<file path="src/rtl/simple_send_pkg.sv">
// simple_send_pkg: shared timing defaults, FSM state encoding, command
// encoding and the colour scaling helper for the WS2812B simple_send driver.
package simple_send_pkg;

  // Default WS2812B timing at 100 MHz
  localparam int CLK_PER_BIT_DEF  = 128;
  localparam int T0H_DEF          = 40;
  localparam int T1H_DEF          = 80;
  localparam int RESET_CYCLES_DEF = 28100;

  // Brightness shift range and power-up value
  localparam int BRIGHT_INIT_DEF  = 2;
  localparam int BRIGHT_MAX       = 4;

  // One GRB word per LED module
  localparam int BITS_PER_LED     = 24;

  typedef enum logic [1:0] {
    IDLE = 2'd0,
    RST  = 2'd1,
    DATA = 2'd2
  } state_t;

  // Decoded button command after priority resolution
  typedef enum logic [1:0] {
    CMD_NONE = 2'd0,
    CMD_GO   = 2'd1,
    CMD_UP   = 2'd2,
    CMD_DOWN = 2'd3
  } cmd_t;

  // A 4-bit nibble shifted left by the brightness; at shift 4 the nibble
  // lands in the top half of the byte, so nothing is ever lost.
  function automatic logic [7:0] scaleNibble(input logic [3:0] nib,
                                             input logic [2:0] shift);
    scaleNibble = {4'b0000, nib} << shift;
  endfunction

endpackage

</file>
<file path="src/rtl/ws2812_bit_tx.sv">
// ws2812_bit_tx: produces one WS2812B bit waveform per start pulse.
// The line is high for T1H (bit=1) or T0H (bit=0) clocks, then low until
// CLK_PER_BIT clocks have elapsed. o_bitDone is high in the last clock of
// the period; a start in that same clock chains the next bit seamlessly.
module ws2812_bit_tx
  import simple_send_pkg::*;
#(
  parameter int CLK_PER_BIT = CLK_PER_BIT_DEF,
  parameter int T0H         = T0H_DEF,
  parameter int T1H         = T1H_DEF
) (
  input  logic clk,
  input  logic reset,
  input  logic i_start,
  input  logic i_bit,
  output logic o_data,
  output logic o_bitDone
);

  localparam logic [6:0] CNT_LAST = 7'(CLK_PER_BIT - 1);
  localparam logic [6:0] HIGH_ONE = 7'(T1H);
  localparam logic [6:0] HIGH_ZERO = 7'(T0H);

  logic       r_busy;
  logic [6:0] r_cnt;
  logic       r_bit;
  logic       r_data;

  logic [6:0] w_cntNext;
  logic [6:0] w_highLen;

  assign w_cntNext = r_cnt + 7'd1;
  assign w_highLen = r_bit ? HIGH_ONE : HIGH_ZERO;
  assign o_bitDone = r_busy && (r_cnt == CNT_LAST);
  assign o_data    = r_data;

  // Bit-period counter and registered line level
  always_ff @(posedge clk or negedge reset) begin
    if (!reset) begin
      r_busy <= 1'b0;
      r_cnt  <= 7'd0;
      r_bit  <= 1'b0;
      r_data <= 1'b0;
    end else if (i_start) begin
      r_busy <= 1'b1;
      r_cnt  <= 7'd0;
      r_bit  <= i_bit;
      r_data <= 1'b1;
    end else if (o_bitDone) begin
      r_busy <= 1'b0;
      r_cnt  <= 7'd0;
      r_data <= 1'b0;
    end else if (r_busy) begin
      r_cnt  <= w_cntNext;
      r_data <= (w_cntNext < w_highLen);
    end
  end

endmodule

</file>
<file path="src/rtl/simple_send.sv">
// simple_send: minimal WS2812B driver sending one 24-bit GRB colour to
// 1..7 chained modules. Colour nibbles come from sw, brightness shift is
// stepped by Up/Down, Go sends with the current brightness.
// Optional build macro SIMPLE_SEND_DEBOUNCE_EN: when defined, each
// synchronised button must be stable for 4 clocks before its level is used.
module simple_send
  import simple_send_pkg::*;
#(
  parameter int CLK_PER_BIT  = CLK_PER_BIT_DEF,
  parameter int T0H          = T0H_DEF,
  parameter int T1H          = T1H_DEF,
  parameter int RESET_CYCLES = RESET_CYCLES_DEF,
  parameter int BRIGHT_INIT  = BRIGHT_INIT_DEF
) (
  input  logic        clk,
  input  logic        reset,
  output logic        dataOut,
  input  logic [15:4] sw,
  input  logic [3:1]  NumLEDs,
  input  logic        Go,
  input  logic        Up,
  input  logic        Down,
  output logic        Ready2Go
);

  localparam int RST_W = $clog2(RESET_CYCLES + 1);
  localparam logic [RST_W-1:0] RST_LAST = RST_W'(RESET_CYCLES - 1);
  localparam logic [4:0] LAST_BIT = 5'(BITS_PER_LED - 1);
  localparam logic [2:0] BRIGHT_MAX_B = 3'(BRIGHT_MAX);
  localparam logic [2:0] BRIGHT_INIT_B = 3'(BRIGHT_INIT);

  // Button path: {Go, Up, Down} in bits [2:0]
  logic [2:0] w_btnRaw;
  logic [2:0] r_sync1;
  logic [2:0] r_sync2;
  logic [2:0] w_level;
  logic [2:0] r_levelD;
  logic [2:0] w_rise;
  cmd_t       w_cmd;

  // Frame state
  state_t           r_state;
  state_t           w_stateNext;
  logic [RST_W-1:0] r_rstCnt;
  logic [4:0]       r_bitIdx;
  logic [2:0]       r_modIdx;
  logic [2:0]       r_numLeds;
  logic [23:0]      r_word;
  logic [2:0]       r_bright;
  logic [2:0]       w_newBright;

  // FSM control
  logic       w_accept;
  logic       w_txStart;
  logic       w_txBit;
  logic       w_advance;
  logic       w_bitDone;
  logic       w_lastBit;
  logic [4:0] w_nextIdx;

  assign w_btnRaw = {Go, Up, Down};

  // Two-flop synchroniser for the asynchronous buttons
  always_ff @(posedge clk or negedge reset) begin
    if (!reset) begin
      r_sync1 <= 3'b000;
      r_sync2 <= 3'b000;
    end else begin
      r_sync1 <= w_btnRaw;
      r_sync2 <= r_sync1;
    end
  end

`ifdef SIMPLE_SEND_DEBOUNCE_EN
  logic [2:0] r_stable;
  logic [1:0] r_dbCnt [0:2];

  // Accept a new button level only after 4 consecutive differing samples
  always_ff @(posedge clk or negedge reset) begin
    if (!reset) begin
      r_stable <= 3'b000;
      for (int i = 0; i < 3; i++) begin
        r_dbCnt[i] <= 2'd0;
      end
    end else begin
      for (int i = 0; i < 3; i++) begin
        if (r_sync2[i] == r_stable[i]) begin
          r_dbCnt[i] <= 2'd0;
        end else if (r_dbCnt[i] == 2'd3) begin
          r_stable[i] <= r_sync2[i];
          r_dbCnt[i]  <= 2'd0;
        end else begin
          r_dbCnt[i] <= r_dbCnt[i] + 2'd1;
        end
      end
    end
  end

  assign w_level = r_stable;
`else
  assign w_level = r_sync2;
`endif

  // Previous level for rising-edge detection; runs even while busy so a
  // press during a frame is consumed and never replayed later
  always_ff @(posedge clk or negedge reset) begin
    if (!reset) begin
      r_levelD <= 3'b000;
    end else begin
      r_levelD <= w_level;
    end
  end

  assign w_rise = w_level & ~r_levelD;

  // Resolve simultaneous edges: Go beats Up beats Down
  always_comb begin
    w_cmd = CMD_NONE;
    if (w_rise[2]) begin
      w_cmd = CMD_GO;
    end else if (w_rise[1]) begin
      w_cmd = CMD_UP;
    end else if (w_rise[0]) begin
      w_cmd = CMD_DOWN;
    end
  end

  // Saturating brightness step applied when the command is accepted
  always_comb begin
    w_newBright = r_bright;
    case (w_cmd)
      CMD_UP: begin
        if (r_bright < BRIGHT_MAX_B) begin
          w_newBright = r_bright + 3'd1;
        end
      end
      CMD_DOWN: begin
        if (r_bright != 3'd0) begin
          w_newBright = r_bright - 3'd1;
        end
      end
      default: begin
      end
    endcase
  end

  assign w_nextIdx = (r_bitIdx == LAST_BIT) ? 5'd0 : (r_bitIdx + 5'd1);
  assign w_lastBit = (r_bitIdx == LAST_BIT) && (r_modIdx == (r_numLeds - 3'd1));

  // FSM state register
  always_ff @(posedge clk or negedge reset) begin
    if (!reset) begin
      r_state <= IDLE;
    end else begin
      r_state <= w_stateNext;
    end
  end

  // Next-state and bit transmitter control
  always_comb begin
    w_stateNext = r_state;
    w_accept    = 1'b0;
    w_txStart   = 1'b0;
    w_txBit     = 1'b0;
    w_advance   = 1'b0;
    case (r_state)
      IDLE: begin
        if (w_cmd != CMD_NONE) begin
          w_accept    = 1'b1;
          w_stateNext = RST;
        end
      end
      RST: begin
        if (r_rstCnt == RST_LAST) begin
          if (r_numLeds == 3'd0) begin
            w_stateNext = IDLE;
          end else begin
            w_stateNext = DATA;
            w_txStart   = 1'b1;
            w_txBit     = r_word[LAST_BIT];
          end
        end
      end
      DATA: begin
        if (w_bitDone) begin
          if (w_lastBit) begin
            w_stateNext = IDLE;
          end else begin
            w_txStart = 1'b1;
            w_txBit   = r_word[LAST_BIT - w_nextIdx];
            w_advance = 1'b1;
          end
        end
      end
      default: begin
        w_stateNext = IDLE;
      end
    endcase
  end

  // Frame latches, brightness and the reset/bit/module counters
  always_ff @(posedge clk or negedge reset) begin
    if (!reset) begin
      r_rstCnt  <= '0;
      r_bitIdx  <= 5'd0;
      r_modIdx  <= 3'd0;
      r_numLeds <= 3'd0;
      r_word    <= 24'd0;
      r_bright  <= BRIGHT_INIT_B;
    end else if (w_accept) begin
      r_rstCnt  <= '0;
      r_bitIdx  <= 5'd0;
      r_modIdx  <= 3'd0;
      r_numLeds <= NumLEDs;
      r_bright  <= w_newBright;
      r_word    <= {scaleNibble(sw[15:12], w_newBright),
                    scaleNibble(sw[11:8],  w_newBright),
                    scaleNibble(sw[7:4],   w_newBright)};
    end else begin
      if ((r_state == RST) && (r_rstCnt != RST_LAST)) begin
        r_rstCnt <= r_rstCnt + 1'b1;
      end
      if (w_advance) begin
        if (r_bitIdx == LAST_BIT) begin
          r_bitIdx <= 5'd0;
          r_modIdx <= r_modIdx + 3'd1;
        end else begin
          r_bitIdx <= r_bitIdx + 5'd1;
        end
      end
    end
  end

  ws2812_bit_tx #(
    .CLK_PER_BIT (CLK_PER_BIT),
    .T0H         (T0H),
    .T1H         (T1H)
  ) u_bitTx (
    .clk       (clk),
    .reset     (reset),
    .i_start   (w_txStart),
    .i_bit     (w_txBit),
    .o_data    (dataOut),
    .o_bitDone (w_bitDone)
  );

  assign Ready2Go = (r_state == IDLE);

endmodule

</file>
<file path="config.mk">
export PLATFORM = sky130hd
export DESIGN_NAME = simple_send
export DESIGN_NICKNAME = d
export VERILOG_FILES = /design/src/rtl/simple_send_pkg.sv /design/src/rtl/ws2812_bit_tx.sv /design/src/rtl/simple_send.sv
export SDC_FILE = /design/constraint.sdc
export NUM_CORES = 1
export LEC_CHECK = 0
export CAP_MARGIN = 25
export CORE_AREA = 3 3 108 79
export CTS_CLUSTER_SIZE = 40
export DETAILED_ROUTE_END_ITERATION = 10
export DIE_AREA = 0 0 111 82
export GPL_ROUTABILITY_DRIVEN = 1
export HOLD_SLACK_MARGIN = 0.02
export PLACE_DENSITY = 0.87
export SLEW_MARGIN = 40
export SYNTH_ARGS = -nofsm -noshare
export SYNTH_HDL_FRONTEND = slang
export SYNTH_HIERARCHICAL = 1
export SYNTH_SLANG_ARGS = --single-unit
</file>
<file path="constraint.sdc">
create_clock -name clk -period 3.19 [get_ports clk]
set_clock_uncertainty 0.15 [all_clocks]
set_input_delay 0.638 -clock clk [delete_from_list [all_inputs] [get_ports clk]]
set_output_delay 0.638 -clock clk [all_outputs]
set_load 0.02 [all_outputs]
</file>
# [Word level (Yosys, flattened, before mapping)]
# Index checks and enable logic that the tools add are counted.
[word_totals] output_inout_bits=2 reg_bits=74
[op_classes] eq_ne=13 bitwise_logic=2 add_sub_neg=8 n_lt_le_gt_ge=3 n_mux=44 reduce_logical=14 shift=3
[op_table] op="2-to-1 mux 15 bit" count=2
[op_table] op="2-to-1 mux 7 bit" count=4
[op_table] op="left shift 4 x 3 -> 8 bit" count=3
[op_table] op="2-to-1 mux 1 bit" count=17
[op_table] op="2-to-1 mux 2 bit" count=8
[op_table] op="adder 15 x 1 -> 15 bit (second input constant)" count=1
[op_table] op="== test 15 bit (second input constant)" count=1
[op_table] op="2-to-1 mux 3 bit" count=5
[op_table] op="2-to-1 mux 5 bit" count=3
[op_table] op="inequality test 15 bit (second input constant)" count=1
[op_table] op="nonzero test 2 bit" count=5
[op_table] op="adder 7 x 1 -> 7 bit (second input constant)" count=1
[op_table] op="== test 7 bit (second input constant)" count=1
[op_table] op="less-than comparator 7 bit" count=1
[op_table] op="adder 3 x 1 -> 3 bit (second input constant)" count=2
[op_table] op="== test 2 bit (second input constant)" count=3
[op_table] op="less-than comparator 5 x 6 -> 1 bit (second input constant)" count=1
[op_table] op="case mux 2 bit (3 select lines)" count=1
[op_table] op="case mux 3 bit (2 select lines)" count=1
[op_table] op="nonzero test 3 bit" count=2
[op_table] op="subtractor 3 x 1 -> 3 bit (second input constant)" count=2
[op_table] op="adder 5 x 1 -> 5 bit (second input constant)" count=1
[op_table] op="binary-select mux 1 bit (select 5 bit)" count=1
[op_table] op="== test 5 bit (second input constant)" count=1
[op_table] op="14 further kinds" count=19

# [Depth between registers and ports, before layout]
[logic_depth] word_depth=10 ltp_mapped=12 ltp_nobuf=11

# [Hierarchy]
# Netlist, hierarchy kept.
[by_module_without_submodules] mod="simple_send" area_per_inst_um2=3951.3 seq_area_each_um2=1602.8 instances=1 cells_each=424
[by_module_without_submodules] mod="ws2812_bit_tx" area_per_inst_um2=585.6 seq_area_each_um2=250.2 instances=1 cells_each=63

# [Worst setup path after synthesis]
# OpenSTA, ideal clock, no wires.
[synth_timing] path_kind="reg-to-reg" from="register r_bright[1]" to="register r_word[14]" arrival_time_ns=2.465 n_path_buf=0 setup_slack_ns=0.449 setup_time_ns=0.126 stages_incl_launch_ff=9 cell_sequence="dfstp_2 inv_1 ha_1 nor2b_1 or4_4 o211a_4 nor2_8 mux2_4 a221o_1"
[synth_between] elab_chain_len=4
[synth_lines] element="start, declared" line_no="simple_send.sv:49" source="logic [2:0] r_bright;"
[synth_lines] element="start signal, assigned" line_no="simple_send.sv:215" source="r_bright <= w_newBright;"
[synth_lines] element="subtractor 3 x 1 -> 3 bit (tied with other cells)" line_no="simple_send.sv:139" source="w_newBright = r_bright - 3'd1;"
[synth_lines] element="2-to-1 mux 3 bit, on equally long branches" line_no="simple_send.sv:138, simple_send.sv:133"
[synth_lines] element="case mux 3 bit (2 select lines) *" line_no="simple_send.sv:131" source="case (w_cmd)"
[synth_lines] element="left shift 4 x 3 -> 8 bit *" line_no="simple_send_pkg.sv:36" source="scaleNibble = {4'b0000, nib} << shift;"
[synth_lines] element="end signal, assigned" line_no="simple_send.sv:216" source="r_word <= {scaleNibble(sw[15:12], w_newBright),"
[synth_lines] element="end, declared" line_no="simple_send.sv:48" source="logic [23:0] r_word;"
# Mark *: on every way between the ends. The rest lies on a longest branch, timed or not.
# A chain may end at the register's enable or synchronous reset.

# [Worst setup path after layout]
# Same ends and word-level chain as after synthesis.

==> out/results.tsv <==
metric	value	unit
status	finished clean	
area_growth	11.9	%
yosysMostFrequentCell	dfrtp_1	
die_h	82	um
drt_iter0_drc	411	
power_leakage	2.24	nW
worst-path-stages	8	
worstHoldPathType	in2async	
period_needed	2.92	ns
drt-wirelength-per-cell	18.1	um
synth_edf_count	0	
synth_top_area_cell	dfrtp_1	
firstDrtPassIters	5	
worst_pin_slew	0.664	ns
synth_top_area_share	40.3	%
cts_hold_buffers	0	
cp_max_fo	8	
cp_slowest_cell	dfstp_2	
powerDensity	699	nW/um2
yosysWarnings	6	
num_antenna_cells	0	
arrival	3.01	ns
hpwlAfterDp	8.01	mm
startpoint_type	register	
port-buffer-count	21	
synth_area	4540	um2
clock_latency	0.36	ns
cts.sinks	74	
fmax	343	MHz
num_io_pins	22	
netlist_instances	487	
cp.required	3.28	ns
cp_num_buf_inv	1	
place.gp.congestion	0.930	
grtUsageMet1	35.7	%
post_cts_buffers	0	
ys_seq_elements	74	
drcViolationCount	0	
cts_tree	done	
num_vias	3903	
worstRegToRegCells	8	
routed_wl	11.0	mm
slew_headroom	55.7	%
antenna_found_initial	1	
multiInputGateArea	2530	um2
cts_buffers	9	
cts_resized	0	
syn-num-nets	522	
via_per_inst	6.40	
start_util	59.2	%
fin_cells	610	
rsz0062_at_grt	no	
core-area	7670	um2
yosysUniqueCellTypes	68	
min_period_over_period	91.4	%
drv_cap	0	
grt_pass1_vias	3628	
dpl.cell_count	594	
synthTopCellsByArea	dfrtp_1, ha_1, nand2_1, nand3_1, nor2_1	
layout.nets	539	
seq_area_frac_synth	40.8	%
worstPathCellList	inv_1 > ha_1 > nor2b_1 > or4_4 > o211a_4 > nor2_8 > mux2_4 > a221o_1	
drv_slew	0	
grt_max_degree	75	
die_x	111	um
grtUsageMet2	38.4	%
layout-drive-gt1-share	10.0	%
endpoint_kind	register	
crit_family	simple AND/OR/NAND/NOR gates	
track_usage	25.2	%
grt_pass1_wl	18.3	mm
die-area	9100	um2
detail-route-antenna-nets	0	
placementRows	27	
fill_cells	601	
hold_viol	0	
ys.flop_type	dfrtp_1	
max-vdd-ir-drop	516	uV
cts_root_buffer	clkbuf_8	
seqCellArea	1850	um2
met3_usage	6.55	%
clk_pin_slew	0.08	ns
async_flop_share	100	%
grt_overflow	0	
syn_avg_cell_area	9.32	um2
htreeDepth	3	
setup_viol	0	
top_usage_layer	met2	
criticalPathCategory	reg2reg	
synth_common_cells	dfrtp_1, nand2_1, nor2_1, nand3_1, o21ai_0	
clockBufferDepth	2	
max_stage_delay	0.58	ns
fin_setup_tns	0	ns
-- metrics by stage --
stage	instance area [um2]	util (%)	hold slack [ns]	power (mW)	worst slack (ns)
after floorplan	4540	-	0.181	2.25	0.449
after global placement	4830	63.0	0.184	2.57	0.379
after detailed placement	4830	63.0	0.192	2.64	0.299
after CTS	5080	66.2	0.162	3.54	0.276
after global routing	5080	66.2	0.188	3.74	0.103
final	5080	66.2	0.132	3.55	0.275
-- kinds of logic (layout without fill, tap and decap cells) --
logic type      Yosys count  after routing  synth area share [%]
mux                      19             19                  4.72
fa+ha+maj                15             15                  4.14
buf+inv                  39             61                  3.45
simple gates            205            205                  24.1
compound gates          106            106                  17.2
flops                    74             74                  40.8
xor+xnor                 29             29                  5.60
-- cell usage in the layout, fill, tap and decap left out, types with 5 or more instances in the layout --
master,count
and2_1,13
clkbuf_8,9
nor3_1,8
or3_1,5
nand2_1,50
clkdlybuf4s50_1,20
nor2_1,42
o211ai_1,13
nand4_1,10
inv_1,17
o21ai_0,26
dfrtp_1,73
and3_1,6
nand3_1,36
buf_4,7
mux2i_1,12
xor2_1,17
a21oi_1,14
nand2b_1,7
xnor2_1,12
ha_1,15
-- per-layer routing --
| layer | part of all wire (%) | up-vias |
|---|---|---|
| li1 | - | 1791 |
| met1 | 46 | 1917 |
| met2 | 44 | 173 |
| met3 | 8.5 | 20 |
| met4 | 1.5 | 2 |
| met5 | 0.12 | - |
-- worst register-to-register path, stage by stage, from the launching register on --
cell and delay, ns:
dfstp_2 0.58, inv_1 0.07, ha_1 0.19, nor2b_1 0.18, or4_4 0.48, o211a_4 0.31, nor2_8 0.17, mux2_4 0.32
a221o_1 0.35
-- where the power goes --
group	internal, mW	total [mW]	switching [mW]
logic	0.523	1.36	0.841
registers	1.14	1.29	0.156
clock network	0.524	0.891	0.367
total	2.18	3.55	1.36
-- area by class of cell --
type / instances / area share, %
multi-input cells: 374 / 49.8
inverters: 17 / 1.26
flip-flops and latches: 74 / 36.5
clock inverters: 6 / 2.29
well taps: 101 / 2.49
repair buffers: 28 / 5.20
clock buffers: 10 / 2.51
-- sequential cells by signal, indices dropped and copies added, names as in the netlist --
signal and count:
r_rstCnt 15, u_bitTx/r_cnt 7, u_bitTx/o_data 1, r_sync2 3
r_modIdx 3, r_numLeds 3, u_bitTx/r_busy 1, r_levelD 3
r_bitIdx 5, r_word 24, r_sync1 3, r_state 2
u_bitTx/r_bit 1, r_bright 3
-- path summary, 6_finish.rpt --
path | from | endpoint | slack, ns
min in group clk | r_sync1[1] | r_sync2[1] | 0.21
setup reg to reg | r_bright[1] | r_word[14] | 0.27
hold / removal | reset | u_bitTx/o_data | 0.13
hold reg to reg | r_sync1[1] | r_sync2[1] | 0.21
max in group asynchronous | reset | r_sync1[1] | 2.30
setup / recovery | r_bright[1] | r_word[14] | 0.27
Note: power is estimated with default switching activity, not from simulation.
